$ cat src/rtl/parking_pkg.sv
// -----------------------------------------------------------------------------
// parking_pkg
// Shared definitions for the parking gate controller:
//   gate_state_t  - gate FSM state encoding
//   seg7_digit_t  - 7-segment pattern {g,f,e,d,c,b,a}, active-low
//   SEG7_0..9     - segment patterns for the decimal digits
//   seg7_encode() - BCD digit -> segment pattern (blank for 10..15)
// -----------------------------------------------------------------------------
package parking_pkg;

    typedef enum logic [2:0] {
        IDLE          = 3'd0,
        WAIT_PASSWORD = 3'd1,
        WRONG_PASS    = 3'd2,
        RIGHT_PASS    = 3'd3,
        FULL_STOP     = 3'd4,
        LOCKED        = 3'd5
    } gate_state_t;

    typedef logic [6:0] seg7_digit_t;

    localparam seg7_digit_t SEG7_0     = 7'b1000000;
    localparam seg7_digit_t SEG7_1     = 7'b1111001;
    localparam seg7_digit_t SEG7_2     = 7'b0100100;
    localparam seg7_digit_t SEG7_3     = 7'b0110000;
    localparam seg7_digit_t SEG7_4     = 7'b0011001;
    localparam seg7_digit_t SEG7_5     = 7'b0010010;
    localparam seg7_digit_t SEG7_6     = 7'b0000010;
    localparam seg7_digit_t SEG7_7     = 7'b1111000;
    localparam seg7_digit_t SEG7_8     = 7'b0000000;
    localparam seg7_digit_t SEG7_9     = 7'b0010000;
    localparam seg7_digit_t SEG7_BLANK = 7'b1111111;

    function automatic seg7_digit_t seg7_encode(input logic [3:0] digit);
        case (digit)
            4'd0:    return SEG7_0;
            4'd1:    return SEG7_1;
            4'd2:    return SEG7_2;
            4'd3:    return SEG7_3;
            4'd4:    return SEG7_4;
            4'd5:    return SEG7_5;
            4'd6:    return SEG7_6;
            4'd7:    return SEG7_7;
            4'd8:    return SEG7_8;
            4'd9:    return SEG7_9;
            default: return SEG7_BLANK;
        endcase
    endfunction

endpackage

$ cat src/rtl/parking_gate_ctrl_if.sv
// -----------------------------------------------------------------------------
// parking_gate_ctrl_if
// Lane-side bundle of the parking gate controller.
//   master (lane sensors / keypad side): drives sensor_entrance, sensor_exit,
//          sensor_depart, password, password_valid; observes the outputs.
//   slave  (controller): drives GREEN_LED, RED_LED, HEX_1 (tens), HEX_2 (units)
//          and full.
// -----------------------------------------------------------------------------
interface parking_gate_ctrl_if #(
    parameter int PW_WIDTH = 4
);
    import parking_pkg::*;

    logic                sensor_entrance;
    logic                sensor_exit;
    logic                sensor_depart;
    logic [PW_WIDTH-1:0] password;
    logic                password_valid;
    logic                GREEN_LED;
    logic                RED_LED;
    seg7_digit_t         HEX_1;
    seg7_digit_t         HEX_2;
    logic                full;

    modport master (
        output sensor_entrance, sensor_exit, sensor_depart, password, password_valid,
        input  GREEN_LED, RED_LED, HEX_1, HEX_2, full
    );

    modport slave (
        input  sensor_entrance, sensor_exit, sensor_depart, password, password_valid,
        output GREEN_LED, RED_LED, HEX_1, HEX_2, full
    );

endinterface

$ cat src/rtl/seg7_decode.sv
// -----------------------------------------------------------------------------
// seg7_decode
// Combinational BCD to 7-segment decoder.
//   digit : 4-bit BCD digit (10..15 show blank)
//   seg   : segments {g,f,e,d,c,b,a}, active-low
// -----------------------------------------------------------------------------
module seg7_decode
    import parking_pkg::*;
(
    input  logic [3:0]  digit,
    output seg7_digit_t seg
);

    assign seg = seg7_encode(digit);

endmodule

$ cat src/rtl/parking_gate_ctrl.sv
// -----------------------------------------------------------------------------
// parking_gate_ctrl
// Single entry gate with keypad password, lot occupancy tracking and a
// two-digit display of free spaces.
//   clk   : clock, everything on its rising edge
//   reset : synchronous, active-high
//   bus   : parking_gate_ctrl_if.slave (sensors, keypad, LEDs, HEX, full)
// Optional feature: define PARKING_LOCKOUT_EN to lock the gate for
// LOCK_CYCLES cycles after MAX_TRIES consecutive wrong passwords.
// -----------------------------------------------------------------------------
module parking_gate_ctrl
    import parking_pkg::*;
#(
    parameter int                  CAPACITY    = 8,
    parameter int                  PW_WIDTH    = 4,
    parameter logic [PW_WIDTH-1:0] PASSWORD    = 4'hA,
    parameter int                  MAX_TRIES   = 3,
    parameter int                  LOCK_CYCLES = 16,
    parameter int                  WAIT_CYCLES = 32
) (
    input  logic               clk,
    input  logic               reset,
    parking_gate_ctrl_if.slave bus
);

    localparam int OCC_W   = $clog2(CAPACITY + 1);
    localparam int CNT_MAX = (WAIT_CYCLES > LOCK_CYCLES) ? WAIT_CYCLES : LOCK_CYCLES;
    localparam int CNT_W   = $clog2(CNT_MAX + 1);

    localparam logic [OCC_W-1:0] CAP_OCC   = OCC_W'(CAPACITY);
    localparam logic [3:0]       CAP_TENS  = 4'(CAPACITY / 10);
    localparam logic [3:0]       CAP_UNITS = 4'(CAPACITY % 10);

    if (CAPACITY < 1 || CAPACITY > 99 || MAX_TRIES < 1) begin : g_param_check
        $error("parking_gate_ctrl: CAPACITY must be 1..99 and MAX_TRIES >= 1");
    end

    gate_state_t       state_reg, state_next;
    logic [OCC_W-1:0]  occ_reg, occ_next;
    logic [CNT_W-1:0]  timer_reg, timer_next;
    logic              exit_prev_reg, depart_prev_reg;
    logic              green_reg, green_next;
    logic              red_reg, red_next;
    logic              full_reg;
    seg7_digit_t       hex_1_reg, hex_2_reg;

`ifdef PARKING_LOCKOUT_EN
    localparam int TRY_W = $clog2(MAX_TRIES + 1);
    logic [TRY_W-1:0]  try_reg, try_next;
`endif

    logic exit_rise, depart_rise, entry_edge, pw_ok;
    int   free_int;

    logic [3:0]  free_digit [2];
    seg7_digit_t free_seg   [2];

    assign exit_rise   = bus.sensor_exit & ~exit_prev_reg;
    assign depart_rise = bus.sensor_depart & ~depart_prev_reg;
    // Only a car that was let through counts as an entry.
    assign entry_edge  = (state_reg == RIGHT_PASS) && exit_rise;
    assign pw_ok       = (bus.password == PASSWORD);

    // Occupancy: coincident entry and departure cancel out; both ends saturate.
    always_comb begin
        occ_next = occ_reg;
        if (entry_edge && !depart_rise && occ_reg != CAP_OCC)
            occ_next = occ_reg + 1'b1;
        else if (depart_rise && !entry_edge && occ_reg != '0)
            occ_next = occ_reg - 1'b1;
    end

    // Free-space digits come from the registered occupancy, so the display
    // trails occupancy by one cycle.
    always_comb begin
        free_int      = CAPACITY - int'(occ_reg);
        free_digit[0] = 4'(free_int / 10);
        free_digit[1] = 4'(free_int % 10);
    end

    for (genvar gi = 0; gi < 2; gi++) begin : g_seg
        seg7_decode u_seg7_decode (
            .digit (free_digit[gi]),
            .seg   (free_seg[gi])
        );
    end

    // Next-state logic. One timer serves every timed state; it restarts on
    // any state change, which gives each state its own fresh count.
    always_comb begin
        state_next = state_reg;
        timer_next = '0;
`ifdef PARKING_LOCKOUT_EN
        try_next   = try_reg;
`endif
        case (state_reg)
            IDLE: begin
                if (bus.sensor_entrance)
                    state_next = (occ_reg == CAP_OCC) ? FULL_STOP : WAIT_PASSWORD;
            end
            WAIT_PASSWORD, WRONG_PASS: begin
                if (bus.password_valid) begin
                    if (pw_ok) begin
                        state_next = RIGHT_PASS;
`ifdef PARKING_LOCKOUT_EN
                        try_next   = '0;
`endif
                    end else begin
`ifdef PARKING_LOCKOUT_EN
                        try_next   = try_reg + 1'b1;
                        state_next = (try_next == TRY_W'(MAX_TRIES)) ? LOCKED : WRONG_PASS;
`else
                        state_next = WRONG_PASS;
`endif
                    end
                end else if (timer_reg == CNT_W'(WAIT_CYCLES - 1)) begin
                    state_next = IDLE;
`ifdef PARKING_LOCKOUT_EN
                    try_next   = '0;
`endif
                end else begin
                    timer_next = timer_reg + 1'b1;
                end
            end
            RIGHT_PASS: begin
                if (entry_edge) begin
                    if (!bus.sensor_entrance)
                        state_next = IDLE;
                    else
                        state_next = (occ_next == CAP_OCC) ? FULL_STOP : WAIT_PASSWORD;
                end
            end
            FULL_STOP: begin
                if (!bus.sensor_entrance)
                    state_next = IDLE;
                else if (occ_next != CAP_OCC)
                    state_next = WAIT_PASSWORD;
            end
`ifdef PARKING_LOCKOUT_EN
            LOCKED: begin
                if (timer_reg == CNT_W'(LOCK_CYCLES - 1)) begin
                    state_next = IDLE;
                    try_next   = '0;
                end else begin
                    timer_next = timer_reg + 1'b1;
                end
            end
`endif
            default: state_next = IDLE;
        endcase
        if (state_next != state_reg)
            timer_next = '0;
    end

    // LEDs follow the state being entered so they register with it.
    always_comb begin
        green_next = 1'b0;
        red_next   = 1'b0;
        case (state_next)
            WAIT_PASSWORD: red_next   = 1'b1;
            WRONG_PASS:    red_next   = ~red_reg;
            RIGHT_PASS:    green_next = 1'b1;
            FULL_STOP:     red_next   = 1'b1;
            LOCKED:        red_next   = 1'b1;
            default:       red_next   = 1'b0;
        endcase
    end

    always_ff @(posedge clk) begin
        if (reset) begin
            state_reg       <= IDLE;
            occ_reg         <= '0;
            timer_reg       <= '0;
            exit_prev_reg   <= 1'b0;
            depart_prev_reg <= 1'b0;
            green_reg       <= 1'b0;
            red_reg         <= 1'b0;
            full_reg        <= 1'b0;
            hex_1_reg       <= seg7_encode(CAP_TENS);
            hex_2_reg       <= seg7_encode(CAP_UNITS);
`ifdef PARKING_LOCKOUT_EN
            try_reg         <= '0;
`endif
        end else begin
            state_reg       <= state_next;
            occ_reg         <= occ_next;
            timer_reg       <= timer_next;
            exit_prev_reg   <= bus.sensor_exit;
            depart_prev_reg <= bus.sensor_depart;
            green_reg       <= green_next;
            red_reg         <= red_next;
            full_reg        <= (occ_next == CAP_OCC);
            hex_1_reg       <= free_seg[0];
            hex_2_reg       <= free_seg[1];
`ifdef PARKING_LOCKOUT_EN
            try_reg         <= try_next;
`endif
        end
    end

    assign bus.GREEN_LED = green_reg;
    assign bus.RED_LED   = red_reg;
    assign bus.full      = full_reg;
    assign bus.HEX_1     = hex_1_reg;
    assign bus.HEX_2     = hex_2_reg;

endmodule

$ cat src/flat_wrapper.sv
// flat-port wrapper written by rule: the top's interface ports become plain ports
module parking_gate_ctrl_flat import parking_pkg::*;
#(
    parameter int                  CAPACITY    = 8,
    parameter int                  PW_WIDTH    = 4,
    parameter logic [PW_WIDTH-1:0] PASSWORD    = 4'hA,
    parameter int                  MAX_TRIES   = 3,
    parameter int                  LOCK_CYCLES = 16,
    parameter int                  WAIT_CYCLES = 32
)
  (clk, reset, bus_sensor_entrance, bus_sensor_exit, bus_sensor_depart, bus_password, bus_password_valid, bus_GREEN_LED, bus_RED_LED, bus_HEX_1, bus_HEX_2, bus_full);
  parking_gate_ctrl_if #(.PW_WIDTH(PW_WIDTH)) bus_i ();
  input  logic clk;
  input  logic reset;
  input wire logic [$bits(bus_i.sensor_entrance)-1:0] bus_sensor_entrance;
  input wire logic [$bits(bus_i.sensor_exit)-1:0] bus_sensor_exit;
  input wire logic [$bits(bus_i.sensor_depart)-1:0] bus_sensor_depart;
  input wire logic [$bits(bus_i.password)-1:0] bus_password;
  input wire logic [$bits(bus_i.password_valid)-1:0] bus_password_valid;
  output wire logic [$bits(bus_i.GREEN_LED)-1:0] bus_GREEN_LED;
  output wire logic [$bits(bus_i.RED_LED)-1:0] bus_RED_LED;
  output wire logic [$bits(bus_i.HEX_1)-1:0] bus_HEX_1;
  output wire logic [$bits(bus_i.HEX_2)-1:0] bus_HEX_2;
  output wire logic [$bits(bus_i.full)-1:0] bus_full;
  assign bus_i.sensor_entrance = bus_sensor_entrance;
  assign bus_i.sensor_exit = bus_sensor_exit;
  assign bus_i.sensor_depart = bus_sensor_depart;
  assign bus_i.password = bus_password;
  assign bus_i.password_valid = bus_password_valid;
  assign bus_GREEN_LED = bus_i.GREEN_LED;
  assign bus_RED_LED = bus_i.RED_LED;
  assign bus_HEX_1 = bus_i.HEX_1;
  assign bus_HEX_2 = bus_i.HEX_2;
  assign bus_full = bus_i.full;
  parking_gate_ctrl #(.CAPACITY(CAPACITY), .PW_WIDTH(PW_WIDTH), .PASSWORD(PASSWORD), .MAX_TRIES(MAX_TRIES), .LOCK_CYCLES(LOCK_CYCLES), .WAIT_CYCLES(WAIT_CYCLES)) u_core (.clk(clk), .reset(reset), .bus(bus_i));
endmodule
$ cat config.mk
export PLATFORM = sky130hd
export DESIGN_NAME = parking_gate_ctrl_flat
export DESIGN_NICKNAME = d
export VERILOG_FILES = /design/src/rtl/parking_pkg.sv /design/src/rtl/parking_gate_ctrl_if.sv /design/src/rtl/seg7_decode.sv /design/src/rtl/parking_gate_ctrl.sv /design/src/flat_wrapper.sv
export SDC_FILE = /design/constraint.sdc
export NUM_CORES = 1
export LEC_CHECK = 0
export BUFFER_PORTS_ARGS = -buffer_cell sky130_fd_sc_hd__clkbuf_2
export CAP_MARGIN = 25
export CORE_MARGIN = 5
export CORE_UTILIZATION = 32
export DETAILED_ROUTE_END_ITERATION = 6
export PLACE_DENSITY_LB_ADDON = 0.1
export SYNTH_ARGS = -nofsm -noshare
export SYNTH_HDL_FRONTEND = slang
export SYNTH_SLANG_ARGS = --single-unit
export TNS_END_PERCENT = 50
$ cat constraint.sdc
create_clock -name clk -period 6.95 [get_ports clk]
set_input_delay 0.695 -clock clk [delete_from_list [all_inputs] [get_ports clk]]
set_output_delay 0.695 -clock clk [all_outputs]
set_load 0.01 [all_outputs]
# --- Word-level counts from Yosys, hierarchy flattened ---
# Memory sizes are Yosys's and may differ from the RTL's. A register that Yosys moved wholly into a read port is not among the register bits.
# Index checks and enable logic that the tools add are counted.
totals:
  register_bits: 18
  latchBits: 0
  ramBits: 0
  rom_bits: 224
  in_bits: 10
  out_inout_bits: 17
  elab_cells: 65
  n_memories: 2
classes:
  addsub: 4
  mul: 0
  div_mod_pow: 2
  magnitude_cmp: 0
  n_eq_ne: 16
  n_shift: 0
  mux: 15
  bitwise_logic: 6
  reduce_logical: 12
memory_table:
  columns: ["name", "words", "width", "read_ports", "rd_ports_with_merged_regs", "write_ports", "line", "rtl"]
  rows:
  - ["(no name shown)", 16, 7, 1, 1, 0, "parking_pkg.sv:35", "case (digit)"]
  - ["(no name shown)", 16, 7, 1, 1, 0, "parking_pkg.sv:35", null]
op_table:
  columns: ["cell", "n"]
  rows:
  - ["32-bit by 5-bit divider with 32-bit output (second input constant)", 1]
  - ["32-bit by 5-bit modulo with 32-bit output (second input constant)", 1]
  - ["3-bit two-way mux", 9]
  - ["3-bit by 2-bit equality test with 1-bit output (second input constant)", 4]
  - ["4-bit equality test (second input constant)", 3]
  - ["3-bit one-hot mux with 4 select lines", 1]
  - ["3-bit equality test (second input constant)", 3]
  - ["4-bit two-way mux", 2]
  - ["4-bit inequality test (second input constant)", 2]
  - ["6-bit by 1-bit adder with 6-bit output (second input constant)", 1]
  - ["3-bit by 1-bit equality test with 1-bit output (second input constant)", 2]
  - ["6-bit by 5-bit equality test with 1-bit output (second input constant)", 1]
  - ["1-bit logical AND", 5]
  - ["5-bit OR reduction", 1]
  - ["4-bit by 4-bit subtractor with 5-bit output (first input constant)", 1]
  - ["4-bit by 1-bit adder with 4-bit output (second input constant)", 1]
  - ["1-bit inverter", 4]
  - ["4-bit nonzero test", 1]
  - ["4-bit by 1-bit subtractor with 4-bit output (second input constant)", 1]
  - ["3-bit logical NOT", 1]
  - ["3-bit inequality test", 1]
  - ["3-bit OR reduction", 1]
  - ["1-bit AND", 2]
  - ["1-bit logical NOT", 2]
  - ["other kinds (3)", 4]

# --- Depth between registers and ports, before layout ---
logic_depth:
  word_depth: 16
  mapped_depth: 16
  mapped_depth_nobuf: 13

# --- By module ---
# Synthesis repeated with hierarchy kept, for this count alone.
hier_totals:
  cells_unflattened: 259
  area_unflattened_um2: 2170.8
modules_own_cells:
  columns: ["mod", "instances", "cells_each", "area_per_inst_um2", "seq_area_each_um2"]
  rows:
  - ["parking_gate_ctrl", 1, 193, 1750.4, 640.6]
  - ["seg7_decode", 2, 33, 210.2, 0.0]

# --- Worst setup path after synthesis ---
# Ideal clock, no wire load.
synth_path:
  kind: "register to register"
  from: "register u_core.occ_reg[0]"
  to: "register u_core.hex_1_reg[3] (netlist: u_core.bus.HEX_1[3])"
  setup_time_ps: 115
  arrival_ps: 2899
  required_ps: 6835
  path_slack_ps: 3935
  path_stages_with_launch: 16
  n_path_buf: 2
  synth_period_minus_slack_ps: 3015
  path_cell_list: "dfxtp_1 > buf_2 > inv_1 > ha_1 > and4b_1 > o21ai_0 > o211a_1 > buf_6 > inv_4 > ha_1 > and3_1 > inv_1 > ha_1 > nor2_1 > o21ai_0 > and3_1"
synth_via:
  elab_chain_cells: 2
synth_rtl:
  columns: ["item", "line", "rtl"]
  rows:
  - ["from (decl)", "parking_gate_ctrl.sv:39", "logic [OCC_W-1:0] occ_reg, occ_next;"]
  - ["from (signal assigned)", "parking_gate_ctrl.sv:186", "occ_reg <= occ_next;"]
  - ["4-bit by 4-bit subtractor with 5-bit output", "parking_gate_ctrl.sv:76", "free_int = CAPACITY - int'(occ_reg);"]
  - ["32-bit by 5-bit divider with 32-bit output", "parking_gate_ctrl.sv:77", "free_digit[0] = 4'(free_int / 10);"]
  - ["to (decl)", "parking_gate_ctrl.sv:45", "seg7_digit_t hex_1_reg, hex_2_reg;"]
# Every way passes these cells.
# A chain may end at the register's enable or synchronous reset.

# --- Final worst setup path ---
# Ends and elaborated chain as after synthesis.

==> results.sh <==
export IMPL_num_antenna_cells=0
export IMPL_clockRootBuffer="clkbuf_8"
export IMPL_hold_viol=0
export IMPL_grt_pass1_vias=2025
export IMPL_cp_end_kind="register"
export IMPL_avgSynthCellArea_sq_um=7.884
export IMPL_crit_path_start_kind="register"
export IMPL_synthCells=282
export IMPL_crit_fanout=24
export IMPL_routedWlPerCell_um=14.13
export IMPL_finalPower_w=0.0007070
export IMPL_cp_data_arrival_time_ns=4.51
export IMPL_place_area_sq_um=2362
export IMPL_syn_to_final_growth_pct=9.736
export IMPL_synth_area_sq_um=2223
export IMPL_fin_crit_sh=0.6246
export IMPL_yosysTopAreaCell="dfxtp_1"
export IMPL_cts_hold_buffers_added=0
export IMPL_fp_dieH_um=93.36
export IMPL_n_fill_cell=741
export IMPL_antenna_found_initial=0
export IMPL_via_per_inst=5.207
export IMPL_port_buffers=26
export IMPL_seq_power_share=0.330
export IMPL_synth_common_cells="33 x nor2_1, 32 x dfxtp_1, 18 x o21ai_0, 17 x nand2_1, 15 x a21oi_1"
export IMPL_clk_latency_ns=0.28
export IMPL_drv_slew=0
export IMPL_drv_cap=0
export IMPL_final_area_sq_um=2440
export IMPL_overflow=0
export IMPL_wl_um=5539
export IMPL_ys_types=63
export IMPL_grt_pass1_wl_um=9418
export IMPL_min_period_ns=4.341
export IMPL_multi_input_area_sq_um=1416
export IMPL_synth_most_common_cell="nor2_1"
export IMPL_synthTopCellsByArea="dfxtp_1 29%, ha_1 6.8%, nor2_1 5.6%, o21ai_0 4.1%, a21oi_1 3.4%"
export IMPL_core_area_sq_um=6794
export IMPL_clockBufferDepth=2
export IMPL_synth_flop_cell="dfxtp_1"
export IMPL_cts_clk_slew_worst_paths_ns=0.07
export IMPL_drc=0
export IMPL_power_internal_w=0.0004180
export IMPL_critical_path_class="reg -> reg"
export IMPL_peakVddDrop_v=0.0001136
export IMPL_io_pins=27
export IMPL_die_area_sq_um=8715
export IMPL_rows=30
export IMPL_yosysSeqAreaShare=0.2881
export IMPL_reg2reg_slack_ns=2.61
export IMPL_grt_max_degree=31
export IMPL_cpPeakStageDelay_ns=0.84
export IMPL_placedCellCount=385
export IMPL_drt_first_iter_violations=114
export IMPL_register_area_sq_um=640.6
export IMPL_initial_core_util=0.3273
export IMPL_status="complete, no violations"
export IMPL_cp_required_ns=7.12
export IMPL_cts_sinks=32
export IMPL_num_vias=2041
export IMPL_drive_gt1_frac=0.1453
export IMPL_ant_nets=0
export IMPL_min_path_type="reg -> reg"
export IMPL_leakage_nw=0.9659
export IMPL_cellPowerDensity_nw_per_um2=289.8
export IMPL_max_freq_ghz=0.2304
export IMPL_synth_nets=304
export IMPL_netSwitchingFraction=0.4088
export IMPL_combPwrFrac=0.483
export IMPL_rsz0062_at_grt="false"
export IMPL_tritoncts="built"
export IMPL_fp_dieW_um=93.36
export IMPL_slew_headroom=0.4818
export IMPL_dp_hpwl_um=3876
export IMPL_cts_setup_buffers=0
export IMPL_dr_pass1_iters=4
export IMPL_synthArstFlopShare=0
export IMPL_critPathSlowestCell="ha_1"
export IMPL_worst_path_most_repeated_cell="ha_1"
export IMPL_synth_warnings=0
export IMPL_ctsResizeCount=0
export IMPL_yosys_area_top_type_share=0.2881
export IMPL_finalNetCount=318
export IMPL_worst_slew_pin_slew_ns=0.7763
export IMPL_synth_edf_count=0
export IMPL_setup_viol=0
export IMPL_clkPwrFrac=0.187
export IMPL_gp_congestion=0.7816
export IMPL_power_switching_w=0.0002890
export IMPL_setup_tns_ns=0
export IMPL_cts_buffers=5
export IMPL_ys_seq_elements=32
export IMPL_track_usage=0.1318
export IMPL_htreeDepth=2
export IMPL_fin_worst_skew_ns=0.004508
export IMPL_final_cells=392
export IMPL_path_cells="inv_1 -> ha_1 -> nor3b_1 -> o21ai_0 -> o211a_1 -> inv_4 -> ha_1 -> and3_1 -> inv_1 -> ha_1 -> nor2_1 -> o21ai_0 -> and3_1"
-- worst paths after layout --
check | from | endpoint | depth (start not counted)
hold / removal | u_core.timer_reg[0] | u_core.timer_reg[0] | 1
setup reg to reg | u_core.occ_reg[0] | u_core.bus.HEX_1[3] | 13
setup / recovery | u_core.occ_reg[0] | u_core.bus.HEX_1[3] | 13
hold reg to reg | u_core.timer_reg[0] | u_core.timer_reg[0] | 1
-- placed cells by master, fill, tap and decap left out, drive strengths merged, types with 4 or more instances in the layout --
master  Yosys  layout
and3        5       5
nand3      11      11
nand2b      6       6
inv        12      12
a31oi       5       5
nand2      17      17
clkbuf      6      32
nor3        7       7
nor2       33      33
mux2i       4       4
nor2b       8       8
dfxtp      32      32
ha         12      12
xnor2       6       6
a21o        4       4
a21oi      15      15
o21ai      20      20
nand4       5       5
-- final cells by class --
type	instances	share of cell area
Clock buffer	6	0.02974
Clock inverter	1	0.002051
Inverter	12	0.01949
Multi-Input combinational cell	218	0.5805
Sequential cell	32	0.2626
Tap cell	96	0.04923
Timing Repair Buffer	27	0.05641
-- power groups by stage --
stage	clock network (W)	logic [W]	registers [W]
after floorplan	0	0.000274	0.000237
after CTS	0.000141	0.000340	0.000233
final	0.000132	0.000342	0.000233
after global routing	0.000147	0.000382	0.000237
after global placement	0	0.000344	0.000236
after detailed placement	0	0.000337	0.000237
-- worst max-delay path: cells and delay by family (launching register included) --
kind,cells,cell delay [ns]
AO/OA/AOI/OAI,3,0.84
adder cells (fa/ha/maj),3,1.43
buffers and inverters,3,0.56
flip-flops,1,0.76
AND/OR/NAND/NOR,4,0.63
-- routing by layer --
layer  global-route usage  routed length, um  vias to the layer above
li1                     -                  -                     1052
met1               0.1705               2668                      942
met2               0.2144               2545                       40
met3              0.02977                242                        7
met4              0.04640                 82                        0
met5                    0                  0                        -
-- cells by family after synthesis --
logic type | after synthesis | share of synthesized area
buffers and inverters | 32 | 0.07485
adder cells (fa/ha/maj) | 12 | 0.06753
multiplexers | 4 | 0.01970
flip-flops | 32 | 0.2881
AND/OR/NAND/NOR | 111 | 0.2611
other | 1 | 0.001687
AO/OA/AOI/OAI | 81 | 0.2516
XOR/XNOR | 9 | 0.03545
-- stage by stage --
stage          worst slack, ns  hold slack (ns)  utilization
2_1_floorplan            3.935           0.4176            -
3_3_place_gp             2.786           0.4364       0.3477
3_5_place_dp             2.677           0.4392       0.3477
4_1_cts                  2.649           0.4559       0.3591
5_1_grt                  2.185           0.4937       0.3591
6_report                 2.609           0.4579       0.3591
Power figures use the tool's default switching activity.
